===== config.mk =====
export PLATFORM = sky130hd
export DESIGN_NAME = rs_enc_lfsr
export DESIGN_NICKNAME = d
export VERILOG_FILES = /design/src/rtl/rs_enc_lfsr.sv
export SDC_FILE = /design/constraint.sdc
export NUM_CORES = 1
export LEC_CHECK = 0
export ABC_CLOCK_PERIOD_IN_PS = 2530
export BUFFER_PORTS_ARGS = -buffer_cell sky130_fd_sc_hd__clkbuf_2
export CORE_ASPECT_RATIO = 1.25
export CORE_MARGIN = 1.5
export CORE_UTILIZATION = 45
export CTS_CLUSTER_DIAMETER = 150
export CTS_CLUSTER_SIZE = 14
export DETAILED_ROUTE_END_ITERATION = 16
export PLACE_DENSITY = 0.66
export REMOVE_ABC_BUFFERS = 1
export SYNTH_ARGS = -nofsm -noshare
export SYNTH_HDL_FRONTEND = slang
export SYNTH_SLANG_ARGS = --single-unit

===== constraint.sdc =====
create_clock -name clk -period 2.53 [get_ports clk]
set_clock_uncertainty 0.1 [all_clocks]
set_input_delay 0.1265 -clock clk [delete_from_list [all_inputs] [get_ports clk]]
set_output_delay 0.1265 -clock clk [all_outputs]
set_load 0.005 [all_outputs]

===== src/rtl/rs_enc_lfsr.sv =====
// Systematic Reed-Solomon t=2 encoder over GF(2^8) (poly 0x11D). Message symbols pass
// through with one cycle of latency, followed by 4 parity symbols from the generator LFSR.
//
// state | meaning
// S_MSG | passing message symbols through, LFSR accumulating the remainder
// S_PAR | draining the 4 parity symbols, p3 first
module rs_enc_lfsr #(
   parameter int MAX_K = 251
) (
   input  logic       clk,
   input  logic       rstn,
   input  logic       enc_in_valid,
   input  logic [7:0] enc_in_data,
   input  logic       enc_in_last,
   output logic       enc_in_ready,
   output logic       enc_out_valid,
   output logic [7:0] enc_out_data,
   output logic       enc_out_last,
   input  logic       enc_out_ready,
   output logic       enc_err
);

   typedef enum logic {S_MSG, S_PAR} state_t;

   localparam logic [7:0] MAX_K_M1 = 8'(MAX_K - 1);

   // constant-operand GF(2^8) multiply; collapses to an XOR network per coefficient
   function automatic logic [7:0] gf_mul(input logic [7:0] a, input logic [7:0] b);
      logic [7:0] acc;
      logic [7:0] sh;
      acc = 8'h00;
      sh  = a;
      for (int i = 0; i < 8; i++) begin
         if (b[i]) acc = acc ^ sh;
         sh = {sh[6:0], 1'b0} ^ (sh[7] ? 8'h1D : 8'h00);
      end
      return acc;
   endfunction

   state_t     state;
   logic [7:0] p3, p2, p1, p0;
   logic [7:0] msg_cnt;
   logic [1:0] par_idx;

   logic       out_free;
   logic       in_acc;
   logic       msg_end;
   logic [7:0] fb;

   assign out_free     = !enc_out_valid | enc_out_ready;
   assign enc_in_ready = (state == S_MSG) & out_free;
   assign in_acc       = enc_in_valid & enc_in_ready;
   assign msg_end      = enc_in_last | (msg_cnt == MAX_K_M1);
   assign fb           = enc_in_data ^ p3;

   always_ff @(posedge clk or negedge rstn) begin
      if (!rstn) begin
         state         <= S_MSG;
         p3            <= 8'h00;
         p2            <= 8'h00;
         p1            <= 8'h00;
         p0            <= 8'h00;
         msg_cnt       <= 8'h00;
         par_idx       <= 2'd0;
         enc_out_valid <= 1'b0;
         enc_out_data  <= 8'h00;
         enc_out_last  <= 1'b0;
         enc_err       <= 1'b0;
      end else begin
         enc_err <= 1'b0;
         if (state == S_MSG) begin
            if (in_acc) begin
               p3            <= p2 ^ gf_mul(fb, 8'h0F);
               p2            <= p1 ^ gf_mul(fb, 8'h36);
               p1            <= p0 ^ gf_mul(fb, 8'h78);
               p0            <= gf_mul(fb, 8'h40);
               enc_out_data  <= enc_in_data;
               enc_out_valid <= 1'b1;
               enc_out_last  <= 1'b0;
               if (msg_end) begin
                  state   <= S_PAR;
                  par_idx <= 2'd0;
                  // truncation at MAX_K without an explicit last marker
                  enc_err <= ~enc_in_last;
               end else begin
                  msg_cnt <= msg_cnt + 8'd1;
               end
            end else if (enc_out_ready) begin
               enc_out_valid <= 1'b0;
            end
         end else begin
            if (out_free) begin
               enc_out_data  <= p3;
               enc_out_valid <= 1'b1;
               enc_out_last  <= (par_idx == 2'd3);
               p3            <= p2;
               p2            <= p1;
               p1            <= p0;
               p0            <= 8'h00;
               par_idx       <= par_idx + 2'd1;
               if (par_idx == 2'd3) begin
                  state   <= S_MSG;
                  msg_cnt <= 8'h00;
               end
            end
         end
      end
   end

endmodule


# [After elaboration in Yosys (flattened, before gate mapping)]
# Cells that the tools add are included.
[word_totals] regBits=54 latch_bits=0 mem_bits_rw=0 rom_bits=0 wordCells=120 mem_count=0
[classes] addsub=2 n_mul=0 div=0 order_cmp=0 n_eq_ne=5 shift=0 n_mux=69 n_bitwise=25 reduce_logical=8
[op_table] operator="$mux W8" count=44
[op_table] operator="$xor A8 B8 Y8" count=13
[op_table] operator="$xor A8 B5 Y8" count=6
[op_table] operator="$mux W5" count=6
[op_table] operator="$mux W1" count=15
[op_table] operator="$add A8 B1 Y8 const B" count=1
[op_table] operator="$eq A8 B8 Y1 const B" count=1
[op_table] operator="$mux W2" count=4
[op_table] operator="$ne A2 B1 Y1 const B" count=2
[op_table] operator="$reduce_and A2 Y1" count=2
[op_table] operator="$reduce_and A4 Y1" count=1
[op_table] operator="$reduce_bool A2 Y1" count=2
[op_table] operator="$reduce_and A3 Y1" count=1
[op_table] operator="$reduce_bool A3 Y1" count=1
[op_table] operator="$add A2 B1 Y2 const B" count=1
[op_table] operator="$and A1 B1 Y1" count=2
[op_table] operator="$eq A2 B2 Y1 const B" count=1
[op_table] operator="$ne A2 B2 Y1 const B" count=1
[op_table] operator="$not A1 Y1" count=2
[op_table] operator="$or A1 B1 Y1" count=2
[op_table] operator="$logic_not A1 Y1" count=1

# [Depth between registers and ports, before layout]
[depth] depth_word=21 depth_mapped=8 ltp_nobuf=8

# [Least setup slack after synthesis]
# No wires, ideal clock.
[synth_timing] path_type="register to register" start="register p3[2]" end="register p1[5]" arrival_ns=2.152 required_time_ns=2.348 path_slack_ns=0.196 path_stages_with_launch=7 synth_period_minus_slack_ns=2.334 cell_sequence="dfrtp_1 > xnor2_2 > xor2_1 > xnor3_2 > xnor2_1 > or3_1 > a31oi_1"
[synth_via] elab_chain_len=18
[synth_rtl] item="from (decl)" line_no="41" rtl="logic [7:0] p3, p2, p1, p0;"
[synth_rtl] item="from (signal assigned)" line_no="73" rtl="p3 <= p2 ^ gf_mul(fb, 8'h0F);"
[synth_rtl] item="from (signal assigned)" line_no="96" rtl="p3 <= p2;"
[synth_rtl] item="$xor A8 B8 Y8" line_no="54" rtl="assign fb = enc_in_data ^ p3;"
[synth_rtl] item="$xor A8 B5 Y8 (3 in a row)" line_no="35" rtl="sh = {sh[6:0], 1'b0} ^ (sh[7] ? 8'h1D : 8'h00);"
[synth_rtl] item="$mux W8" line_no="72" rtl="if (in_acc) begin"
[synth_rtl] item="$mux W8" line_no="71" rtl="if (state == S_MSG) begin"
[synth_rtl] item="$xor A8 B8 Y8" line_no="34" rtl="if (b[i]) acc = acc ^ sh;"
[synth_rtl] item="$mux W8" line_no="72"
[synth_rtl] item="$mux W8" line_no="71"
[synth_rtl] item="$xor A8 B8 Y8" line_no="34"
[synth_rtl] item="$mux W8" line_no="72"
[synth_rtl] item="$mux W8" line_no="71"
[synth_rtl] item="$xor A8 B8 Y8" line_no="34"
[synth_rtl] item="$mux W8" line_no="72"
[synth_rtl] item="$mux W8" line_no="71"
[synth_rtl] item="$xor A8 B8 Y8" line_no="75" rtl="p1 <= p0 ^ gf_mul(fb, 8'h78);"
[synth_rtl] item="$mux W8" line_no="72"
[synth_rtl] item="$mux W8" line_no="71"
[synth_rtl] item="to (signal assigned)" line_no="75"
[synth_rtl] item="to (signal assigned)" line_no="98" rtl="p1 <= p0;"
[synth_rtl] item="to (decl)" line_no="41"
# No other way between the ends. The select of a mux whose other input is x is not followed.
# A chain may end at the register's enable or synchronous reset.

# [Worst setup path in the final report]
[layout_timing] start="register p3[7]" end="register p1[5]"
[layout_via] elab_chain_len=19 elab_cells_between_ends=23
[layout_rtl] item="$xor A8 B8 Y8 (*)" line_no="54"
[layout_rtl] item="$mux W5 (*)" line_no="35"
[layout_rtl] item="$xor A8 B5 Y8 (*) (3 in a row)" line_no="35"
[layout_rtl] item="$mux W8" line_no="72"
[layout_rtl] item="$mux W8" line_no="71"
[layout_rtl] item="$xor A8 B8 Y8" line_no="34"
[layout_rtl] item="$mux W8" line_no="72"
[layout_rtl] item="$mux W8" line_no="71"
[layout_rtl] item="$xor A8 B8 Y8" line_no="34"
[layout_rtl] item="$mux W8" line_no="72"
[layout_rtl] item="$mux W8" line_no="71"
[layout_rtl] item="$xor A8 B8 Y8 (*)" line_no="34"
[layout_rtl] item="$mux W8 (*)" line_no="72"
[layout_rtl] item="$mux W8 (*)" line_no="71"
[layout_rtl] item="$xor A8 B8 Y8 (*)" line_no="75"
[layout_rtl] item="$mux W8 (*)" line_no="72"
[layout_rtl] item="$mux W8 (*)" line_no="71"
# Mark *: on every way between the ends. The rest lies on a longest branch, timed or not. The select of a mux whose other input is x is not followed.

==> reports/results.ini <==
[status]
run_status = finished clean

[layout]
synthesis_to_finish_area_growth_pct = 13.5
num_antenna_cells = 0
final_util_pct = 53.3
n_fill_cell = 617
stdcell_area_um2 = 3520
drive_above_1_share_pct = 17.4
design.final.nets = 348

[timing]
remaining_max_slew_budget_at_the_tightest_pin_pct = 53.8
period_needed_ns = 2.35
report.final.slew_viol_count = 0
rsz0062_at_grt = no
setup_viol_count_final = 0
max_slew.worst_pin.slew_ns = 0.693
final_min_period_over_clock_period_pct = 92.8
final_hold_viol_count = 0
achievable-frequency_mhz = 426

[logic_synthesis]
synth_top_cell_by_area = sky130_fd_sc_hd__dfrtp_1
post_synth_num_cell_types = 37
ys_top_cells_by_area = sky130_fd_sc_hd__dfrtp_1 44%, sky130_fd_sc_hd__xnor2_1 15%, sky130_fd_sc_hd__o21ai_0 5.8%
seq_area_frac_synth_pct = 43.6
yosys.area.top_type_share_pct = 43.6
syn_area_per_cell_um2 = 10.4
synth-warning-count = 0
yosys_register_bits = 54
synthesized_netlist_cell_count = 298
synth_area_um2 = 3100

[critical_path]
critical-path-top-cell-by-count = sky130_fd_sc_hd__xnor3_2
worst_path_max_delay_cell = sky130_fd_sc_hd__xnor3_2
crit_type = flip-flop to flip-flop
worstPathMaxFanout = 4
critical_path.endpoint_type = flip-flop
cp_data_arrival_time_ns = 2.48
worstPathCellList = xor2_2 > xnor3_2 > xnor3_2 > xnor2_1 > or3_1 > a31oi_1
cp_slowest_stage_delay_ns = 0.51
critPathTopFamily = XOR/XNOR gates
timing.critical_path.buf_inv = 0
worst-endpoint-required_ns = 2.67
worst_setup_path_start_kind = flip-flop

[floorplanning]
row_count = 33
io-pin-count = 25
coreArea_um2 = 6610
die_x_um = 77.3
die_height_um = 95.8
die_area_um2 = 7400
initial_core_util_pct = 47.0

[worst_hold_path]
min-delay-path-class = input port to flip-flop

[grt]
gr-total-overflow = 0
grt_antenna_before_repair = 0
grt_pass1_vias = 2063
grt_start_max_net_pins = 39
grt.total_usage_pct = 16.6
grt_pass1_wl_mm = 9.68

[clock_tree]
tritoncts_clock_tree = built
cts.htree.levels = 2
clk_transition_reported_paths_ns = 0.10
post_cts_resize_count = 0
numCtsBuffers = 5
ctsLongestPathBuffers = 2
clock_latency_ns = 0.31
cts.sink_count = 54
cts_root_buf = sky130_fd_sc_hd__clkbuf_8

[power_and_ir_drop]
power_density_nw_per_um2 = 1540
vdd_drop_max_mv = 0.711
total_leakage_power_nw = 1.60
design_power_total_mw = 5.42

[detailed_routing]
wl_cell_um = 13.4
drcViolationCount = 0
via_per_inst = 4.92
vias = 2067
route.final.wire_length_mm = 5.65
drt_iter0_drc = 67
detailed_router_iteration_count_before_antenna_repair = 4
postRouteAntennaNets = 0

[place]
placedInstanceArea_um2 = 3400
port-buffer-count = 24
place_hpwl_mm = 4.04
routabilityCongestion = 0.822

[job]
maxCapViolCount = 0

per-layer routing:
metal,part of all wire (%),GRT usage (%)
met5,0,0
met4,1.1,5.91
met3,1.9,2.56
met2,50,28.3
met1,47,21.5
worst min-delay path: cells and delay by family:
family                 cells  cell delay [ns]
AOI/OAI and AO/OA          1             0.12
buffers and inverters      1             0.10
muxes                      1             0.06
area by class of cell:
| type | instances | area [um^2] | area share [%] |
|---|---|---|---|
| inverter | 3 | 11.3 | 0.320 |
| timing repair buffer | 39 | 248 | 7.04 |
| sequential | 54 | 1350 | 38.4 |
| multi-input combinational | 229 | 1690 | 48.1 |
| clock inverter | 3 | 40.0 | 1.14 |
| tap | 87 | 109 | 3.09 |
| clock buffer | 5 | 68.8 | 1.96 |
what timing repair did:
item                      CTS  global route
hold endpoints to repair   25             0
hold buffers                1             0
setup buffers               0             0
Yosys cell counts, drive strengths merged:
master	count
xnor2	58
dfrtp	54
nand2	42
o21ai	37
nor2	26
xor2	13
clkbuf	11
mux2i	9
a22o	8
xnor3	7
a21oi	4
ha	3
inv	3
or3	3
and3	2
nand4	2
nor3	2
xor3	2
a31oi	1
a32o	1
and2	1
and2b	1
and4	1
buf	1
nand2b	1
nand3	1
nor2b	1
nor4	1
o21a	1
o31ai	1
report_power, final:
part	internal [mW]	leakage, nW	switching, mW	total (mW)
clock network	0.292	0.0579	0.288	0.580
logic	1.87	0.845	1.55	3.42
registers	1.18	0.701	0.235	1.42
logic make-up after synthesis:
| logic type | share of synthesized area [%] |
|---|---|
| simple gates | 11.5 |
| xor+xnor | 28.7 |
| flops | 43.6 |
| compound gates | 9.88 |
| buf+inv | 2.26 |
| mux | 2.90 |
| fa+ha+maj | 1.21 |
worst paths after layout:
kind,cells past startpoint,slack (ns),endpoint,startpoint
min in group asynchronous,2,0.29,enc_out_data[1]$_DFFE_PN0P_,rstn
min reg2reg,2,0.38,enc_out_data[1]$_DFFE_PN0P_,enc_out_data[1]$_DFFE_PN0P_
max,6,0.18,p1[5]$_DFFE_PN0P_,p3[7]$_DFFE_PN0P_
max in group asynchronous,3,1.44,par_idx[0]$_DFFE_PN0P_,rstn
min,3,0.03,enc_out_data[0]$_DFFE_PN0P_,enc_in_data[0]
max reg2reg,6,0.18,p1[5]$_DFFE_PN0P_,p3[7]$_DFFE_PN0P_
cell usage in the layout, fill, tap and decap left out, types with 2 or more instances in the layout:
| cell | count |
|---|---|
| sky130_fd_sc_hd__nor2_1 | 26 |
| sky130_fd_sc_hd__nor3_1 | 2 |
| sky130_fd_sc_hd__clkbuf_2 | 24 |
| sky130_fd_sc_hd__a22o_1 | 8 |
| sky130_fd_sc_hd__nand4_1 | 2 |
| sky130_fd_sc_hd__nand2_1 | 42 |
| sky130_fd_sc_hd__xor2_1 | 12 |
| sky130_fd_sc_hd__xnor2_2 | 3 |
| sky130_fd_sc_hd__ha_1 | 3 |
| sky130_fd_sc_hd__mux2i_1 | 9 |
| sky130_fd_sc_hd__o21ai_0 | 36 |
| sky130_fd_sc_hd__clkinv_2 | 2 |
| sky130_fd_sc_hd__xnor3_1 | 2 |
| sky130_fd_sc_hd__and3_1 | 2 |
| sky130_fd_sc_hd__xnor2_1 | 54 |
| sky130_fd_sc_hd__or3_1 | 3 |
| sky130_fd_sc_hd__buf_4 | 13 |
| sky130_fd_sc_hd__xor3_1 | 2 |
| sky130_fd_sc_hd__xnor3_2 | 2 |
| sky130_fd_sc_hd__a21oi_1 | 4 |
| sky130_fd_sc_hd__dfrtp_1 | 54 |
| sky130_fd_sc_hd__inv_1 | 3 |
| sky130_fd_sc_hd__clkbuf_8 | 5 |
| sky130_fd_sc_hd__xnor3_4 | 3 |
registers in the layout, summed over array words and instances (netlist names):
name and cells:
enc_out_valid 1, enc_out_last 1, par_idx 2, p2 8
msg_cnt 8, p3 8, p1 8, enc_out_data 8
state 1, enc_err 1, p0 8
metrics by stage:
step                      worst slack (ns)  TNS (ns)  hold slack [ns]  std cells
after floorplan                      -1.03    -40.13           -0.269        286
after global placement               0.245         0            0.104        411
after detailed placement             0.183         0            0.101        411
after CTS                            0.157         0           0.0324        420
after global routing                0.0645         0           0.0545        420
final                                0.183         0           0.0309        420
Power figures use the tool's default switching activity.
